===== src/rtl/rgb_fade_sequencer.sv =====
// Colour-table crossfade sequencer that drives the RGB PWM duty inputs; outputs are registered and move by one step per tick.
// stop freezes the colour in IDLE, and cfg_we updates the colour table in any state.
module rgb_fade_sequencer #(
   parameter int TICK_DIV   = 1000000,
   parameter int HOLD_TICKS = 64
) (
   input  logic        clk,
   input  logic        rst,
   input  logic        start,
   input  logic        stop,
   input  logic [1:0]  last_idx,
   input  logic        cfg_we,
   input  logic [1:0]  cfg_addr,
   input  logic [23:0] cfg_data,
   output logic [7:0]  R_time_out,
   output logic [7:0]  G_time_out,
   output logic [7:0]  B_time_out,
   output logic [1:0]  cur_idx,
   output logic        busy,
   output logic        seq_wrap
);

   localparam int TW = (TICK_DIV > 2) ? $clog2(TICK_DIV) : 1;
   localparam int HW = (HOLD_TICKS > 1) ? $clog2(HOLD_TICKS) : 1;

   typedef enum logic [1:0] {S_IDLE, S_FADE, S_HOLD} state_t;

   state_t          r_state;
   logic [23:0]     r_tab [4];
   logic [7:0]      r_r;
   logic [7:0]      r_g;
   logic [7:0]      r_b;
   logic [1:0]      r_cur_idx;
   logic            r_seq_wrap;
   logic [TW-1:0]   r_tick_cnt;
   logic [HW-1:0]   r_hold_cnt;

   logic [23:0]     w_tgt;
   logic            w_tick;
   logic            w_at_tgt;

   function automatic logic [7:0] f_step(input logic [7:0] cur, input logic [7:0] tgt);
      if (cur < tgt)
         return cur + 8'd1;
      else if (cur > tgt)
         return cur - 8'd1;
      else
         return cur;
   endfunction

   // The target is read live, so a table write to the current entry retargets the fade.
   assign w_tgt    = r_tab[r_cur_idx];
   assign w_at_tgt = ({r_r, r_g, r_b} == w_tgt);
   assign w_tick   = (r_state != S_IDLE) && (r_tick_cnt == TW'(TICK_DIV - 1));

   always_ff @(posedge clk) begin
      if (rst) begin
         r_state    <= S_IDLE;
         r_tab[0]   <= 24'hFF0000;
         r_tab[1]   <= 24'h00FF00;
         r_tab[2]   <= 24'h0000FF;
         r_tab[3]   <= 24'h000000;
         r_r        <= 8'd0;
         r_g        <= 8'd0;
         r_b        <= 8'd0;
         r_cur_idx  <= 2'd0;
         r_seq_wrap <= 1'b0;
         r_tick_cnt <= '0;
         r_hold_cnt <= '0;
      end else begin
         if (cfg_we)
            r_tab[cfg_addr] <= cfg_data;
         r_seq_wrap <= 1'b0;
         case (r_state)
            S_IDLE: begin
               r_tick_cnt <= '0;
               if (start && !stop) begin
                  r_state    <= S_FADE;
                  r_cur_idx  <= 2'd0;
                  r_hold_cnt <= '0;
               end
            end
            S_FADE, S_HOLD: begin
               if (stop) begin
                  r_state    <= S_IDLE;
                  r_tick_cnt <= '0;
                  r_hold_cnt <= '0;
               end else begin
                  r_tick_cnt <= w_tick ? '0 : r_tick_cnt + TW'(1);
                  if (w_tick && r_state == S_FADE) begin
                     if (w_at_tgt) begin
                        r_state    <= S_HOLD;
                        r_hold_cnt <= '0;
                     end else begin
                        r_r <= f_step(r_r, w_tgt[23:16]);
                        r_g <= f_step(r_g, w_tgt[15:8]);
                        r_b <= f_step(r_b, w_tgt[7:0]);
                     end
                  end else if (w_tick) begin
                     if (r_hold_cnt == HW'(HOLD_TICKS - 1)) begin
                        r_state    <= S_FADE;
                        r_hold_cnt <= '0;
                        // >= so that lowering last_idx mid-run still wraps.
                        if (r_cur_idx >= last_idx) begin
                           r_cur_idx  <= 2'd0;
                           r_seq_wrap <= 1'b1;
                        end else begin
                           r_cur_idx <= r_cur_idx + 2'd1;
                        end
                     end else begin
                        r_hold_cnt <= r_hold_cnt + HW'(1);
                     end
                  end
               end
            end
            default: r_state <= S_IDLE;
         endcase
      end
   end

   assign R_time_out = r_r;
   assign G_time_out = r_g;
   assign B_time_out = r_b;
   assign cur_idx    = r_cur_idx;
   assign seq_wrap   = r_seq_wrap;
   assign busy       = (r_state != S_IDLE);

endmodule


===== config.mk =====
export PLATFORM = sky130hd
export DESIGN_NAME = rgb_fade_sequencer
export DESIGN_NICKNAME = d
export VERILOG_FILES = /design/src/rtl/rgb_fade_sequencer.sv
export SDC_FILE = /design/constraint.sdc
export NUM_CORES = 1
export LEC_CHECK = 0
export ABC_AREA = 0
export BUFFER_PORTS_ARGS = -buffer_cell sky130_fd_sc_hd__buf_4
export CORE_ASPECT_RATIO = 0.9
export CORE_MARGIN = 8
export CORE_UTILIZATION = 65
export DETAILED_ROUTE_END_ITERATION = 6
export PLACE_DENSITY = 0.82
export REMOVE_ABC_BUFFERS = 1
export SLEW_MARGIN = 20
export SYNTH_ARGS = -nofsm -noshare
export SYNTH_HDL_FRONTEND = slang
export SYNTH_SLANG_ARGS = --single-unit

===== constraint.sdc =====
create_clock -name clk -period 11.25 [get_ports clk]
set_input_delay 2.8125 -clock clk [delete_from_list [all_inputs] [get_ports clk]]
set_output_delay 2.8125 -clock clk [all_outputs]
set_load 0.02 [all_outputs]

# --- Word level (Yosys, flattened, before mapping) ---
# Memory sizes are Yosys's and may differ from the RTL's. A register that Yosys moved wholly into a read port is not among the register bits.
# Index checks and enable logic that the tools add are counted.
# Widths: inputs -> output; s select.
op_classes:
  n_addsub: 9
  n_lt_le_gt_ge: 7
  n_eq_ne: 13
  muxes: 41
  bitwise_logic: 5
  n_reduce_logical: 19
ops:
  columns: ["op", "count"]
  rows:
  - ["$mux 8", 6]
  - ["$mux 20", 2]
  - ["$pmux 20 s2", 1]
  - ["$mux 6", 6]
  - ["$mux 2", 15]
  - ["$add 8x1->8 const B", 3]
  - ["$eq 24x24->1", 1]
  - ["$gt 8x8->1", 3]
  - ["$lt 8x8->1", 3]
  - ["$mux 24", 1]
  - ["$reduce_or 24->1", 1]
  - ["$sub 8x1->8 const B", 3]
  - ["$add 20x1->20 const B", 1]
  - ["$eq 20x20->1 const B", 1]
  - ["$reduce_and 5->1", 3]
  - ["$ne 4x4->1 const B", 3]
  - ["$pmux 6 s2", 1]
  - ["$ne 2x2->1 const B", 5]
  - ["$reduce_bool 2->1", 5]
  - ["$pmux 2 s2", 2]
  - ["$reduce_and 4->1", 2]
  - ["$mux 1", 7]
  - ["$add 6x1->6 const B", 1]
  - ["$eq 6x6->1 const B", 1]
  - ["11 further kinds", 17]
word_totals:
  register_bits: 55
  ram_bits: 96
  inputBits: 33
  n_memories: 1
memory_table:
  columns: ["name", "words", "word_bits", "read_ports", "rd_clocked_by_memory_dff", "write_ports", "line", "rtl"]
  rows:
  - ["r_tab", 4, 24, 1, 1, 4, "29", "logic [23:0] r_tab [4];"]

# --- Longest topological paths before layout ---
# Gate-level depths: netlist (run 1).
depth:
  word_depth: 9
  mapped_depth: 16
  ltp_nobuf: 14

# --- Worst setup path before layout (run 1) ---
# OpenSTA, ideal clock, no wires.
synth_path:
  kind: "register to register"
  startpoint: "register with a tool-made name"
  endpoint: "register r_r[7], in the netlist R_time_out[7]"
  setup_ns: 0.123
  arrival_time_ns: 4.521
  required_ns: 11.127
  path_slack_ns: 6.605
  stages_incl_launch_ff: 17
  path_buffers: 2
  path_cell_list: "dfxtp_1 > clkbuf_1 > buf_2 > mux4_2 > inv_1 > ha_1 > o21ai_1 > a21oi_1 > o31ai_1 > nand2_1 > ha_1 > and3_1 > a221o_1 > o41a_1 > a21o_1 > a211oi_1 > mux2_1"
synth_rtl:
  columns: ["element", "line", "rtl"]
  rows:
  - ["to (signal assigned)", "95", "r_r <= f_step(r_r, w_tgt[23:16]);"]
  - ["to (decl)", "30", "logic [7:0] r_r;"]

==> metrics.txt, run 1 <==
nets just over 900; Placed Instances 966; Critical Path AT 5.24 ns; most frequent cells after synthesis edfxtp_1 (96), and2_1 (72), ha_1 (58), dfxtp_1 (57), nor2_1 (52); EDFF count, synth 96; Post-Syn Instances 763; final max-slew violation count 0; worst slew pin tran approximately 0.95 ns; Finished Layout Cells 998; adder-cell share of the synthesized area 0.0928; HPWL Detailed approximately 13 mm; Buffers on Ports 60; Top Ports between 60 and 70; CP Cell Sequence buf_4 > mux4_2 > inv_1 > ha_1 > o21ai_1 > a21oi_1 > o31ai_1 > nand2_1 > ha_1 > and3_1 > a221o_1 > o41a_1 > a21o_1 > a211oi_1 > mux2_1; distinct cell type count of the synthesized netlist about 60; CORE AREA 0.0127 mm²; DIE HEIGHT roughly 120 µm; Routed WL roughly 19 mm; Min-Delay Path Class reg2reg; Skew-Pair Late Insertion Delay ~0.44 ns; pre-CTS setup slack between 6 and 7 ns; largest net degree at the start of global routing 44; starting density of the core 0.667; sequential cell area fraction in the yosys report 0.475; DRC Markers 0; TritonCTS Sinks 153; Tot GR Track Use 0.232; most frequent CP cell ha_1; largest area contributor in the netlist edfxtp_1; Synth Area in XOR/XNOR 0.0321; Placed Area about 0.009 mm²; r2r setup slk around 6.3 ns; crit end category flip-flop; maximum vdd ir drop 137 µV; ratio of cells with drive above 1 in the final layout 0.162; remaining antenna violation count 0; Syn. warnings 0; Synth Area in Simple Gates 0.194; Yosys reg bits approximately 150; top cell type's share of synthesized area 0.341; CP peak stage delay ~0.57 ns; gpl congestion between 0.8 and 0.9; Tcrit/Tclk final 0.437; Worst setup SP type flip-flop; Compound-Gate Fraction of Synth Area 0.101; dominant synthesized flop cell edfxtp_1; asr flop ratio synth 0; setup bufs post-CTS 0; Vias/cell 6.27; CTS Buffer Depth 2; Max Cap Viol 0; vias after detailed routing between 6,000 and 7,000; Crit Path Max Fanout 24; per-cell routed wire length just under 20 µm; setup violators final 0; Max Fclk slightly above 200 MHz; PostCTS Resize Cnt 0; mux contribution to synthesized area 0.0726; vias in the first global route 6,145; post-route setup slack about 6.3 ns; largest family of logic cells by synthesized area simple AND/OR/NAND/NOR gates; hold_ws a little over 0.5 ns; grt ovf 0; minimum clock period ~5 ns; row cnt 39; synth top area cells edfxtp_1 (34%), dfxtp_1 (13%), ha_1 (8.6%), mux4_2 (6.4%), and2_1 (5.3%); TritonCTS clock tree yes; initial antenna violation count 0; clk root buf clkbuf_16; final setup TNS 0 ns; top-count cell post-synth edfxtp_1; design area between 0.009 and 0.01 mm²; DIE AREA roughly 0.017 mm²; storage element area ~0.0040 mm²; Inserted Diodes 0; RSZ-0062 raised after global routing false; Worst slew margin 0.360; crit path kind reg2reg; critical path required time between 10 and 15 ns; Syn Std Cell Area 0.00847 mm²; CTS H-Tree Depth 4; status finished clean; first-pass GRT wire length just over 30 mm; First-pass DRT Iterations 5; Filler Cell Count between 800 and 900; hold-fix buffer count after cts 0; final hold vios 0; Area Growth Syn to Fin 13.5%; Synth Area per Inst about 11 µm²; Setup Skew between 0.01 and 0.015 ns; multi-input logic area approximately 0.0042 mm²; CTS buffer count 17; Leak approximately 3.8 nW; CP max-delay cell mux4_2; power per standard cell area 133 mW/mm²; CTS clk-pin slew, worst paths 0.06 ns; Die X 136 µm; DRT iter0 DRCs just over 600
==> area by class of cell <==
cell class	count	share of cell area
tap	164	0.0214
multi-input combinational	544	0.435
sequential	153	0.419
timing repair buffer	66	0.0516
inverter	39	0.0152
clock inverter	13	0.0125
clock buffer	19	0.0450
==> kinds of logic after synthesis <==
| logic type | after synthesis |
|---|---|
| fa+ha+maj | 61 |
| xor+xnor | 31 |
| flops | 153 |
| compound gates | 131 |
| buf+inv | 66 |
| mux | 31 |
| simple gates | 290 |
==> path summary, 6_finish.rpt <==
| path | from | to | cells past startpoint |
|---|---|---|---|
| worst max-delay path | flip-flop | R_time_out[7] | 15 |
| worst min-delay path | r_hold_cnt[1] | r_hold_cnt[1] | 2 |
| worst max register to register | flip-flop | R_time_out[7] | 15 |
| worst min register to register | r_hold_cnt[1] | r_hold_cnt[1] | 2 |
==> placed cells by master, fill, tap and decap left out, types with 4 or more instances in the layout <==
cell | netlist | layout
nor2_1 | 52 | 52
or2_2 | 5 | 5
a21oi_1 | 40 | 40
nor3_1 | 12 | 11
o21ai_0 | 6 | 6
inv_1 | 39 | 39
o21ai_1 | 28 | 28
mux2i_1 | 4 | 4
nand2_1 | 14 | 13
a211o_1 | 4 | 4
nand2b_1 | 31 | 31
a211oi_1 | 6 | 6
nand4b_1 | 4 | 4
a21o_1 | 14 | 14
nand4_1 | 14 | 14
buf_4 | 1 | 66
clkbuf_16 | 0 | 17
ha_1 | 58 | 58
clkinv_4 | 0 | 5
edfxtp_1 | 96 | 96
dfxtp_1 | 57 | 56
xnor2_1 | 17 | 17
and2_1 | 72 | 72
and3_1 | 14 | 14
o31ai_1 | 4 | 4
nor2b_1 | 11 | 11
nand3_1 | 45 | 45
mux4_2 | 24 | 24
xor2_1 | 14 | 14
==> through the flow <==
step / util / total power, mW
after floorplan: - / 0.707
after global placement: 0.714 / 0.744
after detailed placement: 0.714 / 0.750
after CTS: 0.757 / 1.28
after global routing: 0.757 / 1.32
final: 0.757 / 1.28
==> flip-flops by register name, indices dropped and copies added (netlist names), named ones only <==
register	cells
r_tab	96
R_time_out	8
r_state	2
cur_idx	2
G_time_out	8
B_time_out	8
r_hold_cnt	6
r_tick_cnt	20
seq_wrap	1
==> layer usage <==
| metal | track usage | vias up | wire length, µm |
|---|---|---|---|
| met5 | 0 | - | 0 |
| met4 | 0.0884 | 0 | 408 |
| met3 | 0.0516 | 44 | 1260 |
| met2 | 0.358 | 241 | 9230 |
| met1 | 0.312 | 3055 | 8370 |
| li1 | - | 2919 | - |
==> power by group <==
part | total (mW) | switching (mW) | internal [mW]
Combinational | 0.107 | 0.0648 | 0.0420
Clock | 0.537 | 0.231 | 0.306
Sequential | 0.636 | 0.0102 | 0.625
Total | 1.28 | 0.306 | 0.973
==> worst max-delay path, delay by kind of cell, from the launching register on <==
| kind | cells | cell delay (ns) |
|---|---|---|
| flops | 1 | 0.31 |
| fa+ha+maj | 2 | 0.69 |
| simple gates | 2 | 0.57 |
| buf+inv | 2 | 0.47 |
| compound gates | 7 | 1.84 |
| mux | 2 | 0.91 |
Note: power is estimated with default switching activity, not from simulation.
==> run 2, diff against run 1 <==
--- a/config.mk
+++ b/config.mk
@@ -9,9 +9,9 @@
 export BUFFER_PORTS_ARGS = -buffer_cell sky130_fd_sc_hd__buf_4
 export CORE_ASPECT_RATIO = 0.9
 export CORE_MARGIN = 8
-export CORE_UTILIZATION = 65
+export CORE_UTILIZATION = 55
 export DETAILED_ROUTE_END_ITERATION = 6
-export PLACE_DENSITY = 0.82
+export PLACE_DENSITY = 0.74
 export REMOVE_ABC_BUFFERS = 1
 export SLEW_MARGIN = 20
 export SYNTH_ARGS = -nofsm -noshare
==> constraint.sdc (replaced) <==
create_clock -name clk -period 4.35 [get_ports clk]
set_input_delay 1.0875 -clock clk [delete_from_list [all_inputs] [get_ports clk]]
set_output_delay 1.0875 -clock clk [all_outputs]
set_load 0.02 [all_outputs]
==> run 2 against run 1 <==
Cell count is 5.1% higher. Power grew to 2.7 times the previous value. Register-to-register slack lost 6.2 ns. Die area is 16% higher. Clock power increased to 2.9 times the previous value. Clock skew decreased by 0.0015 ns. Core utilization shrank 11 points. Largest cell class unchanged. Largest power group unchanged.
==> metrics.txt, run 2 (synthesis results as in run 1) <==
status finished clean; DIE HEIGHT 134 µm (+7.6%); CTS clk-pin slew, worst paths 0.06 ns (about the same); Area Growth Syn to Fin 16.6%; CORE AREA 0.0152 mm² (+20%); max reg flops 96 (unchanged); Buffers on Ports 60 (unchanged); critical path required time 4.66 ns (-6.90 ns); DRC Markers 0 (unchanged); initial antenna violation count 0 (unchanged); crit end category flip-flop; grt ovf 0 (unchanged); Min-Delay Path Class reg2reg; Placed Instances 1,015 (+5.1%); first-pass GRT wire length 31.7 mm (+2.5%); Die X 147 µm (+7.7%); R2R cell count 15 (unchanged); min-delay src r_hold_cnt[2]; Routed WL 19.6 mm (+1.6%); WL met3 1.12 mm (-11%); design area 0.00987 mm² (+2.7%); Max Cap Viol 0 (unchanged); Tcrit/Tclk final 0.960 (+0.522); Leak 3.88 nW (+2.1%); Worst setup SP type flip-flop; CTS buffer count 17 (unchanged); starting density of the core 0.556 (-0.111); vias after detailed routing 6,133 (-2.0%); nets 928 (+1.4%); ratio of cells with drive above 1 in the final layout 0.188 (+0.0259); Setup Skew 0.0107 ns (-0.00151 ns); power per standard cell area 350 mW/mm² (+160%); HPWL Detailed 13.2 mm (-0.51%); CTS H-Tree Depth 4 (unchanged); First-pass DRT Iterations 5 (unchanged); remaining antenna violation count 0 (unchanged); DRT iter0 DRCs 453 (-27%); commonest cells after routing, fill and taps aside edfxtp_1 (96), buf_4 (76), and2_1 (72), ha_1 (57), dfxtp_1 (56); post-route setup slack 0.175 ns (-6.15 ns); Max Fclk 240 MHz (+18%); crit path kind reg2reg; TritonCTS Sinks 153 (unchanged); DIE AREA 0.0196 mm² (+16%); maximum vdd ir drop 328 µV (+140%); vias in the first global route 6,315 (+2.8%); Filler Cell Count 1,181 (+44%); worst slew pin tran 0.957 ns (+0.00273 ns); top flop regs r_tab: 96 flops, r_tick_cnt: 20 flops; Placed Area 0.00921 mm² (+1.8%); Skew-Pair Late Insertion Delay 0.43 ns (about the same); Worst slew margin 0.359 (-0.000871); TritonCTS clock tree yes; per-cell routed wire length 18.7 µm (-3.4%); routed length on met2 9.41 mm (+1.9%); final hold vios 0 (unchanged); storage element area 0.00403 mm² (unchanged); Hold Path End r_hold_cnt[2]; Inserted Diodes 0 (unchanged); final max-slew violation count 0 (unchanged); Finished Layout Cells 1,049 (+5.1%); DRT met1 WL 8.72 mm (+4.2%); Critical Path AT 4.48 ns (-0.76 ns); hold path depth 2 (unchanged); gpl congestion 0.906 (+2.4%); minimum clock period 4.18 ns (-0.746 ns); most common cell after layout, fill and taps aside edfxtp_1; Reg2Reg Capture Point R_time_out[7]; Tot GR Track Use 0.203 (-0.0287); Top Ports 61 (unchanged); clk root buf clkbuf_16; r2r setup slk 0.17 ns (-6.15 ns); row cnt 43 (+10%); Crit Path Max Fanout 17 (-29%); RSZ-0062 raised after global routing false; CTS Buffer Depth 2 (unchanged); hold-fix buffer count after cts 0 (unchanged); multi-input logic area 0.00421 mm² (+0.69%); Vias/cell 5.85 (-6.8%); Biggest register r_tab; setup violators final 0 (unchanged); largest net degree at the start of global routing 44 (unchanged); uppermost routed layer met4; pre-CTS setup slack 0.0713 ns (-6.14 ns)
run 2: cell types whose count changed in the layout (fill, tap and decap cells not counted), moves of 3 or more:
cell,change
buf_4,+10
clkinv_4,-4
inv_6,+3
o31ai_2,+3
o31ai_1,-3
run 2: layout make-up:
class / instances / area share
Inverter: 39 / 0.0148
Clock buffer: 17 / 0.0431
Multi-Input combinational cell: 544 / 0.427
Sequential cell: 153 / 0.408
Clock inverter: 15 / 0.0189
Tap cell: 202 / 0.0256
Timing Repair Buffer: 79 / 0.0630
run 2: power breakdown:
part | switching (mW) | total (mW) | internal, mW | leakage, nW
Sequential | 0.0220 | 1.64 | 1.62 | 1.40
Clock | 0.628 | 1.54 | 0.916 | 0.300
Combinational | 0.163 | 0.272 | 0.109 | 2.18
run 2: how the worst max path moves through the flow:
stage / start / slack (ns) / endpoint
3_3_place_gp: flip-flop / 0.20 / B_time_out[7]
2_1_floorplan: flip-flop / -0.63 / R_time_out[7]
3_5_place_dp: flip-flop / 0.07 / B_time_out[7]
5_1_grt: flip-flop / 0.001 / R_time_out[7]
6_report: flip-flop / 0.17 / R_time_out[7]
4_1_cts: flip-flop / 0.06 / R_time_out[7]
run 2: critical path, cell delays in order (launching register included):
cell	delay [ns]
dfxtp_2	0.34
buf_12	0.18
mux4_2	0.52
inv_1	0.07
ha_1	0.24
o21ai_1	0.16
a21oi_1	0.07
o31ai_2	0.26
nand2_2	0.19
ha_1	0.38
and3_1	0.22
a221o_1	0.34
o41a_1	0.33
a21o_1	0.16
a211oi_1	0.25
mux2_1	0.34
run 2: repair_timing:
action	4_1_cts	5_1_grt
endpoints found under the setup margin	0	3
buffers inserted	0	2
resized for setup	0	9
run 2: layer usage:
| metal | track usage | up-vias |
|---|---|---|
| li1 | - | 2942 |
| met1 | 0.256 | 2970 |
| met2 | 0.336 | 194 |
| met3 | 0.0492 | 27 |
| met4 | 0.0680 | 0 |
| met5 | 0 | - |
run 2: metrics by stage:
| step | TNS (ns) | hold slack (ns) | power (mW) | utilization |
|---|---|---|---|---|
| 6_report | 0 | 0.508 | 3.45 | 0.648 |
| 3_5_place_dp | 0 | 0.494 | 1.94 | 0.605 |
| 3_3_place_gp | 0 | 0.488 | 1.93 | 0.605 |
| 5_1_grt | 0 | 0.539 | 3.56 | 0.648 |
| 2_1_floorplan | -1.59 | 0.460 | 1.83 | - |
| 4_1_cts | 0 | 0.505 | 3.47 | 0.645 |
